## src/rtl/regfile_32x64.sv

```systemverilog
// 32 x 64-bit register file: two combinational read ports, one synchronous write port, index 31 reads as zero.
// Define RF_BYPASS_EN to forward same-cycle write data to matching read ports.
module regfile_32x64 #(
  parameter int DATA_WIDTH = 64,
  parameter int ADDR_WIDTH = 5
) (
  input  logic                  clk,
  input  logic                  rst,
  input  logic [ADDR_WIDTH-1:0] ReadSelect1,
  input  logic [ADDR_WIDTH-1:0] ReadSelect2,
  input  logic [ADDR_WIDTH-1:0] WriteSelect,
  input  logic [DATA_WIDTH-1:0] WriteData,
  input  logic                  WriteEnable,
  output logic [DATA_WIDTH-1:0] ReadData1,
  output logic [DATA_WIDTH-1:0] ReadData2
);

  localparam int NumRegs = 2 ** ADDR_WIDTH;
  localparam logic [ADDR_WIDTH-1:0] ZeroIdx = '1;

  logic [DATA_WIDTH-1:0] regArray [NumRegs];
  logic                  writeActive;

  // An unknown WriteEnable makes this unknown, which the if statements treat as false.
  assign writeActive = WriteEnable && !rst && (WriteSelect != ZeroIdx);

  always_ff @(posedge clk) begin
    if (rst) begin
      for (int i = 0; i < NumRegs; i++) begin
        regArray[i] <= '0;
      end
    end else if (writeActive) begin
      regArray[WriteSelect] <= WriteData;
    end
  end

  always_comb begin
    ReadData1 = regArray[ReadSelect1];
    ReadData2 = regArray[ReadSelect2];
`ifdef RF_BYPASS_EN
    if (writeActive && (ReadSelect1 == WriteSelect)) begin
      ReadData1 = WriteData;
    end
    if (writeActive && (ReadSelect2 == WriteSelect)) begin
      ReadData2 = WriteData;
    end
`endif
    if (ReadSelect1 == ZeroIdx) begin
      ReadData1 = '0;
    end
    if (ReadSelect2 == ZeroIdx) begin
      ReadData2 = '0;
    end
  end

endmodule

```

## config.mk

```make
export PLATFORM = sky130hd
export DESIGN_NAME = regfile_32x64
export DESIGN_NICKNAME = d
export VERILOG_FILES = /design/src/rtl/regfile_32x64.sv
export SDC_FILE = /design/constraint.sdc
export NUM_CORES = 2
export LEC_CHECK = 0
export CORE_MARGIN = 3
export CORE_UTILIZATION = 36
export CTS_BUF_LIST = sky130_fd_sc_hd__clkbuf_16
export CTS_CLUSTER_SIZE = 14
export DETAILED_ROUTE_END_ITERATION = 8
export PLACE_DENSITY_LB_ADDON = 0.08
export SYNTH_ARGS = -nofsm -noshare
export SYNTH_HDL_FRONTEND = slang
export SYNTH_SLANG_ARGS = --single-unit
```

## constraint.sdc

```tcl
create_clock -name clk -period 2.9 [get_ports clk]
set_input_delay 0.29 -clock clk [delete_from_list [all_inputs] [get_ports clk]]
set_output_delay 0.29 -clock clk [all_outputs]
set_load 0.03 [all_outputs]
```

Word level (Yosys, flattened, before mapping)
Memory sizes are Yosys's and may differ from the RTL's.
Cells that the tools add are included.
Widths: inputs -> output; s select.
- memory bits (writable): 2048
- output and inout port bits: 128
- bits of input ports: 82
- memories kept: 1
- register bits: 0
- word-level logic and storage cells: 18
- memory list (memory ; words ; width ; read ports ; clocked after memory_dff ; wr ports ; line ; RTL):
    regArray ; 32 ; 64 ; 2 ; 0 ; 32 ; 21 ; logic [DATA_WIDTH-1:0] regArray [NumRegs];
- muxes and demuxes: 10
- reductions and logical operators: 4
- equal/unequal tests: 3
- operators by type and width (kind ; count):
    $mux 64 ; 3
    $reduce_or 64->1 ; 1
    $eq 5x5->1 const B ; 2
    $mux 1 ; 6
    $mux 5 ; 1
    $ne 5x5->1 const B ; 1
    $logic_and 1x1->1 ; 2
    $logic_not 1->1 ; 1

Longest topological paths before layout
- depth in word-level cells: 8
- mapped depth: 10
- mapped depth without buffers: 5

Worst setup path before layout
Ideal clock, no wire load.
- path type: input -> output
- from: in ReadSelect1[0]
- to: out ReadData1[50]
- setup slack: -0.352 ns
- stages on the path: 9
- data required time: 2.610 ns
- path buffers: 5
- data arrival time: 2.962 ns
- cell sequence: buf_4 buf_2 buf_4 buf_6 buf_6 mux2i_1 o22ai_1 nor3_1 a2111oi_0
- cells in the longest elaborated chain, start to end: 2
- elaborated cells on any way between the ends: 3
- those cells by class: eq/ne (1); mux (1); memory (1)
- RTL lines (what ; line ; RTL):
    from (decl) ; 9 ; input logic [ADDR_WIDTH-1:0] ReadSelect1,
    $mem_v2 32x64 or $eq 5x5->1 (tied branches) ; -- ;
    $mux 64 (*) ; 48 ; if (ReadSelect1 == ZeroIdx) begin
    to (decl) ; 14 ; output logic [DATA_WIDTH-1:0] ReadData1,
Mark *: on every way between the ends. The rest lies on a longest branch, timed or not.

==> metrics.yaml <==
run_status:
  status: "finished, violations left"
  failed_checks: "setup timing"
floorplanning:
  die_h_um: 555
  core_um2: 298000
  io_pins: 210
  die_w_um: 555
  die-area_um2: 308000
  rows: 200
  start_util_pct: 36.3
power_and_ir_drop:
  switching_power_uw: 20400
  ir_drop_mv: 0.505
  seqPwrFrac_pct: 45.2
  switching_share_pct: 26.3
  power_density_nw_per_um2: 590
  clkPwrFrac_pct: 39.8
  p_int_uw: 57000
  p_leak_uw: 0.0455
  p_comb_share_pct: 15.0
  power_uw: 77400
synth:
  synth_top_family_by_area: "multiplexers"
  synth.avg_cell_area_um2: 15.9
  synth_cell_types: 38
  yosysWarnings: 0
  seq_area_frac_synth_pct: 56.8
  syn_inst: 6835
  synthTopCellsByArea: "edfxtp_1 57%, mux4_2 22%, and2_1 11%"
  synth_area_leader_cell: "edfxtp_1"
  ys_ff_latch: 2048
  synth-edff-count: 2048
  synth-main-ff-cell: "edfxtp_1"
  synth_compound_area_share_pct: 2.26
  synth_simple_gate_area_share_pct: 12.6
  netlist.area_leader.share_pct: 56.8
  synthMuxAreaShare_pct: 25.2
  async_flop_share_pct: 0
  netlist_area_um2: 108000
  synthAdderAreaFrac_pct: 0
  synth-xor-area-share_pct: 0
detailed_routing:
  viasPerCell: 6.03
  wire_per_inst_um: 39.4
  wirelength_um: 448000
  first_pass_iters: 5
  first_iter_violations: 8908
  dr_total_vias: 68500
  final_antenna_net_count: 0
  drc: 0
setup_path:
  worstSetupStartpointType: "flop"
  required_ns: 2.61
  worstPathCellList: "mux4_2, mux4_2, nor2b_2, nor3_1, buf_4"
  worstPathArrival_ns: 2.86
  crit_path_max_fanout: 2
  endpoint_kind: "output pin"
  criticalPathCategory: "flop to output pin"
  cp_common_cell: "mux4_2"
  slowest_delay_ns: 0.53
  critPathSlowestCell: "mux4_2"
sta:
  relSlewSlack_pct: 25.8
  worst_slew_pin_slew_ns: 1.11
  min_period_ns: 3.15
  rsz0062_at_grt: "yes"
  fmax_mhz: 317
  drv_slew: 0
  fin_setup_tns_ns: -7.59
  hold_violations: 0
  worst_slack_ns: -0.254
  finalCritPeriodShare_pct: 109
  setup_viol: 96
layout:
  drive_gt1_share_pct: 34.1
  largest_reg_flops: 2048
  syn2layout_area_growth_pct: 21.0
  final_common_cell: "edfxtp_1"
  nets: 7281
  final_cell_mix: "2,048 x edfxtp_1, 1,984 x and2_1, 1,060 x mux4_2, 347 x buf_4, 305 x mux2i_1"
  largestRegisters: "regArray: 2048 flops"
  largest-register: "regArray"
clock_tree:
  cts_made_buffers: 240
  clockBufferDepth: 4
  clock_sinks: 2048
  clockRootBuffer: "clkbuf_16"
  cts_tree: "yes"
  path_clk_slew_ns: 0.06
  h-tree-depth: 4
placed_design:
  gp_congestion: 0.798
  hpwl_um: 263000
  portBuffers: 209
global_route:
  track_usage_pct: 28.8
  grt_pass1_vias: 69900
  overflow: 0
  antenna_found_initial: 63
  grt_max_degree: 90
  grt_pass1_wl_um: 610000
worst_hold_path:
  worst_hold_path_type: "input pin to flop"
  hold_depth: 3
job:
  drv_cap: 0
## metrics by stage
step                      setup WS (ns)  util, %  std cells  hold WS (ns)  area, µm²
after floorplan                  0.0336        -       6898         0.488     109000
after global placement           -0.558     40.5      10900         0.689     121000
after detailed placement         -0.189     40.5      10900         0.686     121000
after CTS                        -0.308     43.8      11300         0.250     131000
after global routing             -0.322     43.9      11300         0.322     131000
final                            -0.254     44.0      11400         0.322     131000
## power by group through the flow
stage                     logic, µW  registers [µW]  clock network, µW
after floorplan                5890           35300                  0
after global placement        10800           35500                  0
after global routing          12000           35200              32400
after CTS                     11600           35000              31200
final                         11600           35000              30800
after detailed placement      10800           35600                  0
## synthesized netlist by cell type (6+ instances only)
cell type  number
clkbuf_1      575
mux2_2         18
or2_2          34
nor3_1         43
buf_1          36
inv_1          51
edfxtp_1     2048
buf_2          96
a21oi_1        30
and2_1       1984
nor2b_1        25
mux2i_1       318
o21a_1         13
o22ai_1        60
buf_6          18
nand2_1        17
a2111oi_0      16
a22oi_1        30
a211oi_1       34
and3_1         29
nor2_1         74
o21ai_0        49
mux4_2       1060
a221oi_1       15
o2bb2ai_1      40
nand2b_1        6
o221ai_1       54
buf_4          38
## worst max-delay path, delay by kind of cell, from the launching register on
family | cells | cell delay (ns)
multiplexers | 2 | 1.03
flip-flops | 1 | 0.42
AND/OR/NAND/NOR | 2 | 0.29
buffers and inverters | 1 | 0.22
## final cells by class
class	instances	area [µm²]
Fill cell	26200	167000
Tap cell	3939	4930
Antenna cell	24	60.1
Timing Repair Buffer	822	10600
Clock buffer	242	6060
Clock inverter	200	1760
Multi-Input combinational cell	4034	46000
Sequential cell	2048	61500
Inverter	53	221
## what timing repair did
action                                 in CTS  in global routing
setup endpoints to repair                 128                123
setup buffers                               9                 16
pin swaps                                  93                 38
endpoints found under the hold margin       6                  0
cloned                                      1                  0
gates resized for setup                   458                 75
hold buffers                                1                  0
## path summary, 6_finish.rpt
| path | endpoint | slack (ns) | start |
|---|---|---|---|
| hold / removal | regArray[7][39] | 0.32 | WriteData[39] |
| setup / recovery | ReadData2[33] | -0.25 | regArray[31][33] |
## layer usage
layer / up-vias / global-route usage (%) / share of wire [%]
met1: 37200 / 40.0 / 41
li1: 27200 / - / -
met2: 3543 / 46.9 / 48
met3: 657 / 4.30 / 8.2
met5: - / 0 / 0.019
met4: 14 / 8.68 / 3.2
## cells by family (layout without fill, tap and decap cells)
logic type | count (synthesis) | count (layout)
mux | 1396 | 1396
compound gates | 342 | 342
simple gates | 2232 | 2232
other cells | 1 | 88
buf+inv | 816 | 1317
flops | 2048 | 2048
(Power assumes the default switching activity.)
